--- src/rtl/prism_pkg.sv ---
// Shared constants and helpers for the PRISM shift/FIFO block.
package prism_pkg;

  localparam logic PRISM_MODE_RX = 1'b0;
  localparam logic PRISM_MODE_TX = 1'b1;

  typedef enum logic {
    TX_IDLE = 1'b0,
    TX_BUSY = 1'b1
  } tx_state_e;

  // Width needed to hold an occupancy value 0..depth inclusive.
  function automatic int prism_cnt_w(input int depth);
    return $clog2(depth + 1);
  endfunction

endpackage

--- src/rtl/prism_sync_fifo.sv ---
// Registered-array word FIFO with any integer depth; head reads 0 when empty.
module prism_sync_fifo
  import prism_pkg::*;
#(
  parameter int DATA_W = 8,
  parameter int DEPTH  = 4,
  localparam int CW    = prism_cnt_w(DEPTH),
  localparam int PW    = $clog2(DEPTH)
) (
  input  logic              clk,
  input  logic              rst_n,
  input  logic              clear,
  input  logic              push,
  input  logic [DATA_W-1:0] wdata,
  input  logic              pop,
  output logic [DATA_W-1:0] head,
  output logic [CW-1:0]     count,
  output logic              full,
  output logic              empty
);

  logic [DATA_W-1:0] mem [DEPTH];
  logic [PW-1:0]     wr_ptr;
  logic [PW-1:0]     rd_ptr;

  // Pointers wrap explicitly so non-power-of-2 depths work.
  function automatic logic [PW-1:0] ptr_inc(input logic [PW-1:0] p);
    return (p == PW'(DEPTH - 1)) ? '0 : p + 1'b1;
  endfunction

  always_ff @(posedge clk) begin
    if (push) mem[wr_ptr] <= wdata;
  end

  always_ff @(posedge clk) begin
    if (!rst_n || clear) begin
      wr_ptr <= '0;
      rd_ptr <= '0;
      count  <= '0;
    end else begin
      if (push) wr_ptr <= ptr_inc(wr_ptr);
      if (pop)  rd_ptr <= ptr_inc(rd_ptr);
      if (push && !pop)      count <= count + 1'b1;
      else if (pop && !push) count <= count - 1'b1;
    end
  end

  assign full  = (count == CW'(DEPTH));
  assign empty = (count == '0);
  assign head  = empty ? '0 : mem[rd_ptr];

endmodule

--- src/rtl/prism_shift_fifo.sv ---
// Serial shift engine plus word FIFO driven by PRISM shift strobes (RX or TX).
// Optional threshold interrupt: define PRISM_FIFO_THRESH_EN to add the thresh port.
module prism_shift_fifo
  import prism_pkg::*;
#(
  parameter int   DATA_W = 8,
  parameter int   DEPTH  = 4,
  parameter logic IDLE   = 1'b1,
  localparam int  CW     = prism_cnt_w(DEPTH)
) (
  input  logic              clk,
  input  logic              rst_n,
  input  logic              clear,
  input  logic              cfg_tx,
  input  logic              cfg_lsb,
  input  logic              exec,
  input  logic              shift,
  input  logic              serial_in,
  output logic              serial_out,
  output logic              word_done,
  input  logic              host_wr,
  input  logic [DATA_W-1:0] host_wdata,
  input  logic              host_rd,
  output logic [DATA_W-1:0] host_rdata,
  output logic [CW-1:0]     count,
  output logic              full,
  output logic              empty,
  output logic              ovf,
  output logic              udf,
`ifdef PRISM_FIFO_THRESH_EN
  input  logic [CW-1:0]     thresh,
`endif
  output logic              irq
);

  localparam int BW = $clog2(DATA_W);

  tx_state_e         state, state_n;
  logic [DATA_W-1:0] shreg, shreg_n;
  logic [BW-1:0]     bit_cnt, bit_cnt_n, bit_cnt_inc;
  logic              s, last;
  logic              push, pop, push_req;
  logic [DATA_W-1:0] fifo_wdata;
  logic [DATA_W-1:0] rx_word, tx_shifted;
  logic              wd_n, ovf_set, udf_set, irq_n;

  assign s           = exec & shift;
  assign last        = (bit_cnt == BW'(DATA_W - 1));
  assign bit_cnt_inc = last ? '0 : bit_cnt + 1'b1;
  assign rx_word     = cfg_lsb ? {serial_in, shreg[DATA_W-1:1]} : {shreg[DATA_W-2:0], serial_in};
  assign tx_shifted  = cfg_lsb ? {1'b0, shreg[DATA_W-1:1]}      : {shreg[DATA_W-2:0], 1'b0};

  prism_sync_fifo #(.DATA_W(DATA_W), .DEPTH(DEPTH)) u_fifo (
    .clk   (clk),
    .rst_n (rst_n),
    .clear (clear),
    .push  (push),
    .wdata (fifo_wdata),
    .pop   (pop),
    .head  (host_rdata),
    .count (count),
    .full  (full),
    .empty (empty)
  );

  always_comb begin
    state_n    = state;
    shreg_n    = shreg;
    bit_cnt_n  = bit_cnt;
    wd_n       = 1'b0;
    push_req   = 1'b0;
    pop        = 1'b0;
    udf_set    = 1'b0;
    fifo_wdata = host_wdata;
    if (cfg_tx == PRISM_MODE_RX) begin
      fifo_wdata = rx_word;
      pop        = host_rd & ~empty;
      udf_set    = host_rd & empty;
      if (s) begin
        shreg_n   = rx_word;
        bit_cnt_n = bit_cnt_inc;
        wd_n      = last;
        push_req  = last;
      end
    end else begin
      push_req = host_wr;
      case (state)
        TX_IDLE: begin
          udf_set = s;
          // Load is independent of the strobe; a strobe here is an underrun.
          if (!empty) begin
            shreg_n   = host_rdata;
            pop       = 1'b1;
            bit_cnt_n = '0;
            state_n   = TX_BUSY;
          end
        end
        TX_BUSY: begin
          if (s) begin
            shreg_n   = tx_shifted;
            bit_cnt_n = bit_cnt_inc;
            if (last) begin
              wd_n = 1'b1;
              // Reload on the same edge so words go out with no gap bit.
              if (!empty) begin
                shreg_n = host_rdata;
                pop     = 1'b1;
              end else begin
                state_n = TX_IDLE;
              end
            end
          end
        end
        default: state_n = TX_IDLE;
      endcase
    end
    // A pop on the same edge frees the slot the push needs.
    push    = push_req & (~full | pop);
    ovf_set = push_req & full & ~pop;
  end

  always_comb begin
`ifdef PRISM_FIFO_THRESH_EN
    if (cfg_tx == PRISM_MODE_TX) irq_n = (count <= thresh);
    else                         irq_n = (thresh != '0) && (count >= thresh);
`else
    irq_n = (cfg_tx == PRISM_MODE_TX) ? empty : ~empty;
`endif
  end

  always_ff @(posedge clk) begin
    if (!rst_n || clear) begin
      state     <= TX_IDLE;
      shreg     <= '0;
      bit_cnt   <= '0;
      word_done <= 1'b0;
      ovf       <= 1'b0;
      udf       <= 1'b0;
      irq       <= 1'b0;
    end else begin
      state     <= state_n;
      shreg     <= shreg_n;
      bit_cnt   <= bit_cnt_n;
      word_done <= wd_n;
      ovf       <= ovf | ovf_set;
      udf       <= udf | udf_set;
      irq       <= irq_n;
    end
  end

  assign serial_out = (state == TX_BUSY) ? (cfg_lsb ? shreg[0] : shreg[DATA_W-1]) : IDLE;

endmodule

--- config.mk ---
export PLATFORM = sky130hd
export DESIGN_NAME = prism_shift_fifo
export DESIGN_NICKNAME = d
export VERILOG_FILES = /design/src/rtl/prism_pkg.sv /design/src/rtl/prism_sync_fifo.sv /design/src/rtl/prism_shift_fifo.sv
export SDC_FILE = /design/constraint.sdc
export NUM_CORES = 1
export LEC_CHECK = 0
export CELL_PAD_IN_SITES_DETAIL_PLACEMENT = 0
export CELL_PAD_IN_SITES_GLOBAL_PLACEMENT = 1
export CORE_MARGIN = 10
export CORE_UTILIZATION = 48
export DETAILED_ROUTE_END_ITERATION = 12
export HOLD_SLACK_MARGIN = 0.15
export PLACE_DENSITY = 0.85
export SYNTH_ARGS = -nofsm -noshare
export SYNTH_HDL_FRONTEND = slang
export SYNTH_SLANG_ARGS = --single-unit
export TNS_END_PERCENT = 50
--- constraint.sdc ---
create_clock -name clk -period 4.2 [get_ports clk]
set_input_delay 0.84 -clock clk [delete_from_list [all_inputs] [get_ports clk]]
set_output_delay 0.84 -clock clk [all_outputs]
set_load 0.01 [all_outputs]
# Word-level counts from Yosys, hierarchy flattened
# Memory sizes are Yosys's and may differ from the RTL's. A register that Yosys moved wholly into a read port is not among the register bits.
# Index checks and enable logic that the tools add are counted.
dict set report totals {
  input_bits 18
  ram_bits 32
  reg_bits 23
  mem_count 1
  output_inout_bits 18
  elab_cells 88
}
# name words word_bits rd rd_clocked_by_memory_dff wr line
set memory_table {}
lappend memory_table {u_fifo.mem 4 8 1 1 1 prism_sync_fifo.sv:22} ;# logic [DATA_W-1:0] mem [DEPTH];
dict set report op_classes {
  muxes 43
  n_bitwise 13
  n_eq_ne 6
  add_sub_neg 5
  n_reduce_logical 10
}
# cell n
set op_table {}
lappend op_table {{$mux 8} 10}
lappend op_table {{$mux 1} 19}
lappend op_table {{$mux 3} 6}
lappend op_table {{$pmux 8 s2} 1}
lappend op_table {{$mux 2} 4}
lappend op_table {{$add 3x1->3 const B} 2}
lappend op_table {{$and 1x1->1} 6}
lappend op_table {{$eq 3x3->1 const B} 2}
lappend op_table {{$pmux 3 s2} 1}
lappend op_table {{$add 2x1->2 const B} 2}
lappend op_table {{$eq 2x2->1 const B} 2}
lappend op_table {{$not 1->1} 4}
lappend op_table {{$pmux 1 s2} 2}
lappend op_table {{$reduce_bool 2->1} 2}
lappend op_table {{$logic_not 1->1} 3}
lappend op_table {{$logic_not 3->1} 1}
lappend op_table {{$ne 3x3->1 const B} 1}
lappend op_table {{$or 1x1->1} 3}
lappend op_table {{$reduce_and 3->1} 1}
lappend op_table {{$sub 3x1->3 const B} 1}
lappend op_table {{$logic_and 1x1->1} 2}
lappend op_table {{$ne 2x1->1 const B} 1}
lappend op_table {{$logic_or 1x1->1} 1}

# Longest topological paths before layout
# Gate-level depths: netlist of the first run.
dict set report depth {
  ltp_word 12
  ltp_mapped 11
  depth_no_buf 11
}

# Modules after synthesis
# Synthesis of the first run repeated with hierarchy kept, for this count alone.
dict set report unflattened {
  cells_unflattened 215
  hier_area_um2 2673.8
}
# module cells_each seq_area_each_um2 area_per_inst_um2 n_inst
set by_module_without_submodules {}
lappend by_module_without_submodules {prism_sync_fifo 96 1141.1 1661.6 1}
lappend by_module_without_submodules {prism_shift_fifo 119 320.3 1012.2 1}

# Least setup slack after synthesis of the first run
# No wires, ideal clock.
dict set report synth_path {
  path_type {input to register}
  start {input port cfg_tx}
  end {register u_fifo.count[2]}
  setup_time_ns 0.070
  t_required_ns 4.130
  path_stages 10
  path_buffers 1
  setup_slack_ns 1.359
  arrival_ns 2.770
  cell_sequence {buf_2 > nor2b_1 > nor4_2 > o22ai_2 > ha_1 > inv_1 > fa_1 > xor2_1 > or3_1 > a21oi_1}
}
dict set report synth_between {
  elab_chain_len 6
  word_cells_on_any_way 10
  classes_between {mux (3); bitwise (2); reduce/logical (5)}
}
# item line
set synth_rtl {}
lappend synth_rtl {{from (decl)} prism_shift_fifo.sv:14} ;# input logic cfg_tx,
lappend synth_rtl {{$mux 1} prism_shift_fifo.sv:75} ;# if (cfg_tx == PRISM_MODE_RX) begin
lappend synth_rtl {{$or 1x1->1} prism_shift_fifo.sv:118} ;# push = push_req & (~full | pop);
lappend synth_rtl {{$and 1x1->1 *} prism_shift_fifo.sv:118}
lappend synth_rtl {{via push} prism_shift_fifo.sv:42} ;# logic push, pop, push_req;
lappend synth_rtl {{$logic_not 1->1} prism_sync_fifo.sv:44} ;# else if (pop && !push) count <= count - 1'b1;
lappend synth_rtl {{$logic_and 1x1->1} prism_sync_fifo.sv:44}
lappend synth_rtl {{$reduce_bool 2->1 (no source line)} -}
lappend synth_rtl {{to (signal assigned)} prism_sync_fifo.sv:43} ;# if (push && !pop) count <= count + 1'b1;
lappend synth_rtl {{to (signal assigned)} prism_sync_fifo.sv:44}
lappend synth_rtl {{to (decl)} prism_sync_fifo.sv:17} ;# output logic [CW-1:0] count,
# The timed path passes the listed nets; every way through them passes the cells marked *.
# A chain may end at the register's enable or synchronous reset.

# Worst setup path after layout of the first run
# Ends and elaborated chain as after synthesis.

==> flow_summary.rst, run 1 <==
.. list-table::
   :header-rows: 1

   * - Metric
     - Value
   * - Crit-path max FO
     - 14
   * - Routability Congestion
     - 0.762
   * - Classification of the worst setup path
     - in -> reg
   * - Total clock buffers created by CTS
     - 9
   * - Total vias in the final route
     - 1985
   * - Hold-fix buffer count after cts
     - 0
   * - Power Dens Cells
     - 427 nW/um2
   * - Launch point of the worst reg-to-reg path
     - bit_cnt[0]
   * - Internal reg-to-reg setup slack
     - 1.12 ns
   * - Largest net degree at the start of global routing
     - 28
   * - Most used flip-flop cell after synthesis
     - edfxtp_1
   * - Arrival time at the worst endpoint
     - 3.56 ns
   * - Setup slack of the critical path after layout
     - between 0.8 and 0.9 ns
   * - Ys Warns
     - 0
   * - Worst Setup End Kind
     - flop
   * - Type of the tightest min-delay check
     - reg -> reg
   * - Relative contribution of sequential cells to total power
     - 43.0%
   * - Clock root buffer
     - clkbuf_8
   * - Floorplan row count
     - 27
   * - I/O pin count
     - 36
   * - Worst slack on hold paths
     - 0.474 ns
   * - Global-route wire length before repair
     - 10.4 mm
   * - Clk buf depth
     - 2
   * - Die outline area
     - 9380 um2
   * - Buffers inserted by post-CTS timing repair
     - 0
   * - Sum of negative setup slack
     - 0 ns
   * - Leakage power total
     - 1.20 nW
   * - Final period demand of the worst path
     - about 3.3 ns
   * - Combinational cell fraction of total power
     - around 17%
   * - Post-synth EDFFs
     - 32
   * - Post-detailed-route DRC marker count
     - 0
   * - Layout filler cell count
     - around 470
   * - Share of final-layout standard cells stronger than drive strength 1
     - 15.6%
   * - H-tree depth
     - 3
   * - Number of search-and-repair iterations in the first detailed-routing pass
     - 4
   * - Iter 0 DRT Violations
     - about 130
   * - Die width
     - between 90 and 100 um
   * - Routed length on met3
     - 309 um
   * - Post-Syn Area
     - around 2800 um2
   * - Switching share of power
     - between 20% and 30%
   * - Detailed-route wire length
     - roughly 6.3 mm
   * - Height of the die
     - 96.8 um
   * - Portion of total power attributed to the clock network
     - 39.8%
   * - Fraction of the cycle the final worst path needs
     - roughly 79%
   * - Clock Sink Count
     - 57
   * - Latest clock arrival within the worst-skew pair
     - 0.34 ns
   * - Relative slew margins
     - 34.6%
   * - Worst vdd ir
     - 0.000344 V
   * - Total setup violations reported at the end of the flow
     - 0
   * - Pins over their slew limit
     - 0
   * - Wirelength per Cell
     - 18.1 um
   * - Worst setup path startpoint
     - cfg_tx
   * - Initial cell density of the core
     - about half
   * - Worst slack, placed
     - 0.548 ns
   * - Biggest area contributors in the synthesized netlist
     - edfxtp_1, dfxtp_1, mux4_2
   * - Post-synth top area share
     - 33.9%
   * - Number of storage elements in the synthesis netlist
     - 57
   * - Total global-route track usage
     - 13.4%
   * - Area added between synthesis and finish
     - 21.2%
   * - Number of port buffers
     - 35
   * - Initial antenna violation count
     - 0
   * - Net Count, Synth
     - between 200 and 300
   * - Worst slew pin tran
     - 0.981 ns
   * - Final Hold Viols
     - 0
   * - Worst setup skew after layout
     - roughly 0.013 ns
   * - Post-synthesis instance total
     - between 200 and 250
   * - Clock-pin slew on the worst setup and hold paths
     - about 0.07 ns
   * - Cell taking the most area after synthesis
     - edfxtp_1
   * - GR Overflow Total
     - 0
   * - TritonCTS clock tree
     - built
   * - Unrepaired setup endpoints after global routing
     - false
   * - DR vias/cell
     - 5.70
   * - WP data required
     - roughly 4.5 ns
   * - Met1 layer wirelength in the final routing
     - 2.84 mm
   * - Hold path startpoint
     - ovf
   * - Avg Inst Size Synth
     - 11.9 um2
   * - Count of unique library cells instantiated by Yosys
     - 51
   * - Max Clock Freq
     - 0.302 GHz
   * - Kind of start point of the critical path
     - input pin
   * - Internal power of the cells
     - 1.07 mW
   * - Floorplan Core Area
     - 5610 um2
   * - Post-cts resize count
     - 0
   * - Post-synthesis async set-or-reset flop share
     - 0%
   * - Max-cap violations
     - 0
   * - Max Used Layer
     - met4
   * - Run status
     - finished clean
   * - Via count of the first global-routing pass
     - 1968
   * - Register area share after synthesis
     - approximately half
   * - Antenna Violating Nets Remaining
     - 0
   * - Antenna Diode Count
     - 0
   * - Routed met2 length
     - 3.06 mm
   * - HPWL after detailed placement
     - approximately 4.4 mm
   * - Final #Nets
     - 299
   * - Net switching power
     - a little under 0.4 mW
==> kinds of logic after synthesis <==
family          share of synthesized area [%]
simple gates                             13.8
flops                                    51.6
compound gates                           11.6
mux                                      13.8
buf+inv                                  3.97
fa+ha+maj                                4.68
xor+xnor                                0.618
==> synthesized netlist by cell type (2+ instances only) <==
cell type	n
nand2_1	8
o21ai_0	3
buf_2	5
mux2i_1	6
or3_1	8
a311oi_1	8
edfxtp_1	32
a31oi_1	2
nor2_1	30
inv_1	8
ha_1	9
mux2_2	9
nand2b_1	3
o21a_1	2
dfxtp_1	25
a32oi_1	6
clkbuf_1	7
a22oi_1	4
mux4_2	8
mux2_1	3
xor2_1	2
and2_1	13
nor3_1	3
a21oi_1	8
==> critical path: stages <==
cell and delay, ns:
clkdlybuf4s50_1 0.60, and2b_2 0.38, nor4_2 0.10, o22ai_2 0.34
ha_1 0.25, inv_1 0.06, fa_1 0.37, xor2_1 0.15
or3_1 0.30, a21oi_1 0.16
==> area by class of cell <==
cell class | count | area [um2] | share of cell area (%)
well taps | 72 | 90.1 | 2.62
repair buffers | 37 | 365 | 10.6
flip-flops and latches | 57 | 1460 | 42.5
multi-input cells | 157 | 1260 | 36.7
inverters | 9 | 33.8 | 0.983
clock buffers | 9 | 124 | 3.61
clock inverters | 7 | 101 | 2.95
==> layer usage <==
metal  up-vias  global-route usage (%)
li1        957                       -
met2        51                    20.9
met1       969                    17.6
met3         8                    3.41
met4         0                    4.74
met5         -                       0
==> stage by stage <==
stage | power [mW] | cell area (um2) | utilization, % | cells
after floorplan | 0.805 | 2830 | - | 239
after global placement | 0.894 | 3210 | 57.3 | 332
after detailed placement | 0.895 | 3210 | 57.3 | 332
after CTS | 1.47 | 3440 | 61.3 | 348
after global routing | 1.53 | 3440 | 61.3 | 348
final | 1.47 | 3440 | 61.3 | 348
==> sequential cells by signal, summed over array words and instances, names as in the netlist, named ones only <==
register       flops
bit_cnt            3
irq                1
ovf                1
shreg              8
state              1
u_fifo.count       3
u_fifo.mem        32
u_fifo.rd_ptr      2
u_fifo.wr_ptr      2
udf                1
word_done          1
==> worst paths after layout <==
kind              cells past startpoint              end
setup / recovery                     10  u_fifo.count[2]
hold reg to reg                       2              ovf
setup reg to reg                     11  u_fifo.count[2]
hold / removal                        2              ovf
==> power groups by stage <==
stage / clock network (mW) / logic, mW / registers (mW)
2_1_floorplan: 0 / 0.168 / 0.637
3_3_place_gp: 0 / 0.251 / 0.642
3_5_place_dp: 0 / 0.252 / 0.643
4_1_cts: 0.589 / 0.254 / 0.631
5_1_grt: 0.619 / 0.276 / 0.635
6_report: 0.584 / 0.252 / 0.630
==> cell usage in the layout, fill, tap and decap left out, drive strengths merged, types with 3 or more instances in the layout <==
cell type / n
mux4: 8
a311oi: 8
and2: 13
nor2: 30
nor3: 4
mux2i: 6
nand2b: 3
or3: 8
mux2: 13
clkdlybuf4s50: 35
dfxtp: 25
a21oi: 8
a22oi: 4
nand2: 8
edfxtp: 32
a32oi: 6
o21ai: 3
ha: 9
clkbuf: 9
inv: 10
Note: power is estimated with default switching activity, not from simulation.
==> inputs of run 2 (changes only) <==
--- a/config.mk
+++ b/config.mk
@@ -8,10 +8,10 @@
 export CELL_PAD_IN_SITES_DETAIL_PLACEMENT = 0
 export CELL_PAD_IN_SITES_GLOBAL_PLACEMENT = 1
 export CORE_MARGIN = 10
-export CORE_UTILIZATION = 48
+export CORE_UTILIZATION = 40
 export DETAILED_ROUTE_END_ITERATION = 12
 export HOLD_SLACK_MARGIN = 0.15
-export PLACE_DENSITY = 0.85
+export PLACE_DENSITY = 0.76
 export SYNTH_ARGS = -nofsm -noshare
 export SYNTH_HDL_FRONTEND = slang
 export SYNTH_SLANG_ARGS = --single-unit
==> constraint.sdc (replaced) <==
create_clock -name clk -period 2.67 [get_ports clk]
set_input_delay 0.534 -clock clk [delete_from_list [all_inputs] [get_ports clk]]
set_output_delay 0.534 -clock clk [all_outputs]
set_load 0.01 [all_outputs]
==> run 2 against run 1 <==
Global-route usage down 1.5 points. Register-to-register slack worse by 0.96 ns. Worst hold slack gained 0.026 ns. Highest routed layer unchanged. Cell area up 6.2%. Final cell count grew 13%. Combinational power up 73%.
==> flow_summary.rst, run 2 (synthesis gave the netlist of run 1 again) <==
.. list-table::
   :header-rows: 1

   * - Metric
     - Value
   * - Switching share of power
     - 26.6% (was 26.9%)
   * - Placed cell count
     - 378 (was 332)
   * - Area added between synthesis and finish
     - 28.7% (was 21.2%)
   * - Initial antenna violation count
     - 0 (unchanged)
   * - Net switching power
     - 0.622 mW (was 0.395 mW)
   * - Worst setup skew after layout
     - 0.0100 ns (was 0.0131 ns)
   * - Portion of total power attributed to the clock network
     - 39.1% (was 39.8%)
   * - Register with the highest flop count
     - u_fifo.mem (unchanged)
   * - Flip-flop count of the largest register after layout
     - 32 (unchanged)
   * - Number of search-and-repair iterations in the first detailed-routing pass
     - 4 (unchanged)
   * - Top flop regs
     - u_fifo.mem (32), shreg (8) (unchanged)
   * - Iter 0 DRT Violations
     - 68 (was 125)
   * - Combinational cell fraction of total power
     - 18.7% (was 17.2%)
   * - Floorplan row count
     - 30 (was 27)
   * - Buffers inserted by post-CTS timing repair
     - 0 (unchanged)
   * - Total global-route track usage
     - 11.9% (was 13.4%)
   * - Unrepaired setup endpoints after global routing
     - false (unchanged)
   * - Antenna Diode Count
     - 0 (unchanged)
   * - Total design power
     - 2.34 mW (was 1.47 mW)
   * - Via count of the first global-routing pass
     - 2042 (was 1968)
   * - Pins over their slew limit
     - 0 (unchanged)
   * - Relative slew margins
     - 40.3% (was 34.6%)
   * - Antenna Violating Nets Remaining
     - 0 (unchanged)
   * - Number of port buffers
     - 35 (unchanged)
   * - Max Clock Freq
     - 0.388 GHz
   * - Wirelength per Cell
     - 16.6 um (was 18.1 um)
   * - Floorplan Core Area
     - 6830 um2 (was 5610 um2)
   * - Total vias in the final route
     - 2030 (was 1985)
   * - Largest net degree at the start of global routing
     - 27 (was 28)
   * - Sum of negative setup slack
     - 0 ns (unchanged)
   * - Depth of the worst register-to-register path
     - 11 (unchanged)
   * - H-tree depth
     - 3 (unchanged)
   * - Fraction of the cycle the final worst path needs
     - between 90% and 100%
   * - GR Overflow Total
     - 0 (unchanged)
   * - Relative contribution of sequential cells to total power
     - 42.2% (was 43.0%)
   * - Share of final-layout standard cells stronger than drive strength 1
     - 21.8% (was 15.6%)
   * - Total clock buffers created by CTS
     - 9 (unchanged)
   * - Worst vdd ir
     - 0.000377 V (was 0.000344 V)
   * - Worst slew pin tran
     - 0.888 ns (was 0.981 ns)
   * - Post-detailed-route DRC marker count
     - 0 (unchanged)
   * - Final Hold Viols
     - 0 (unchanged)
   * - Latest clock arrival within the worst-skew pair
     - 0.33 ns (was 0.34 ns)
   * - Classification of the worst setup path
     - reg -> out (was in -> reg)
   * - Clk buf depth
     - 2 (unchanged)
   * - I/O pin count
     - 36 (unchanged)
   * - Run status
     - finished clean (unchanged)
   * - WP data required
     - 2.14 ns (was 4.45 ns)
   * - Number of cells on the worst hold path
     - 2 (unchanged)
   * - Leakage power total
     - 1.32 nW (was 1.20 nW)
   * - Die width
     - 104 um (was 96.8 um)
   * - Global-route wire length before repair
     - 10.3 mm (was 10.4 mm)
   * - Height of the die
     - 104 um (was 96.8 um)
   * - Worst Setup End Kind
     - output port (was flop)
   * - Die outline area
     - 10900 um2 (was 9380 um2)
   * - HPWL after detailed placement
     - 4.73 mm (was 4.43 mm)
   * - Clock-pin slew on the worst setup and hold paths
     - 0.07 ns (about the same)
   * - DR vias/cell
     - 5.15 (was 5.70)
   * - TritonCTS clock tree
     - built (unchanged)
   * - Type of the tightest min-delay check
     - reg -> reg (unchanged)
   * - Kind of start point of the critical path
     - flop (was input pin)
   * - Max-cap violations
     - 0 (unchanged)
   * - Crit-path max FO
     - 8 (was 14)
   * - Initial cell density of the core
     - 41.5% (was 50.5%)
   * - Clock root buffer
     - clkbuf_8 (unchanged)
   * - Most common cell after layout, fill and taps aside
     - clkdlybuf4s50_1 (unchanged)
   * - Total setup violations reported at the end of the flow
     - 0 (unchanged)
   * - Worst slack on hold paths
     - 0.501 ns (was 0.474 ns)
   * - Power Dens Cells
     - 641 nW/um2 (was 427 nW/um2)
   * - Final #Nets
     - 321 (was 299)
   * - Count of placed standard cells in the final layout, fillers left out
     - 394 (was 348)
   * - Internal power of the cells
     - 1.72 mW (was 1.07 mW)
   * - Arrival time at the worst endpoint
     - 2.04 ns (was 3.56 ns)
   * - Detailed-route wire length
     - 6.52 mm (was 6.29 mm)
   * - Final period demand of the worst path
     - 2.58 ns
   * - Clock Sink Count
     - 57 (unchanged)
   * - Routability Congestion
     - 0.789 (was 0.762)
   * - Commonest non-fill, non-tap cells in the layout
     - clkdlybuf4s50_1, edfxtp_1, nor2_1 (unchanged)
-- run 2: timing repair --
action	CTS	global route
setup endpoints to repair	0	6
hold buffers	0	0
resized for setup	0	1
-- run 2: through the flow --
| stage | util, % | cell area, um2 | setup WS (ns) |
|---|---|---|---|
| 2_1_floorplan | - | 2830 | 0.135 |
| 3_3_place_gp | 50.0 | 3420 | -0.140 |
| 3_5_place_dp | 50.0 | 3420 | -0.205 |
| 4_1_cts | 53.4 | 3640 | 0.0236 |
| 5_1_grt | 53.4 | 3650 | 0.00763 |
| 6_report | 53.4 | 3650 | 0.0949 |
-- run 2: metal layers --
layer  wire (um)  global-route usage, %  up-vias
li1            -                      -      999
met1        3100                   14.9     1003
met2        3210                   19.5       22
met3         120                   2.48        6
met4          87                   4.77        0
met5           0                      0        -
-- run 2: layout make-up --
| cell class | instances | area [um2] |
|---|---|---|
| repair buffers | 59 | 547 |
| clock inverters | 7 | 103 |
| clock buffers | 9 | 124 |
| flip-flops and latches | 57 | 1460 |
| inverters | 9 | 33.8 |
| multi-input cells | 157 | 1260 |
| fillers | 610 | 3180 |
| well taps | 96 | 120 |
-- run 2: critical path: stages (launching register included) --
cell	delay, ns
dfxtp_1	0.32
buf_6	0.16
mux4_2	0.56
and2_1	0.19
clkdlybuf4s50_1	0.49
-- run 2: path summary, 6_finish.rpt --
check	from	slack, ns	end
max	flop	0.09	host_rdata[1]
min	ovf	0.50	ovf
max reg2reg	bit_cnt[0]	0.16	u_fifo.count[2]
min reg2reg	ovf	0.50	ovf
-- run 2: power by group through the flow --
| stage | combinational, mW | sequential (mW) | clock (mW) |
|---|---|---|---|
| floorplan | 0.264 | 1.00 | 0 |
| global placement | 0.436 | 1.01 | 0 |
| detailed placement | 0.438 | 1.01 | 0 |
| CTS | 0.440 | 0.987 | 0.930 |
| global route | 0.477 | 0.991 | 0.969 |
| finish | 0.437 | 0.987 | 0.914 |
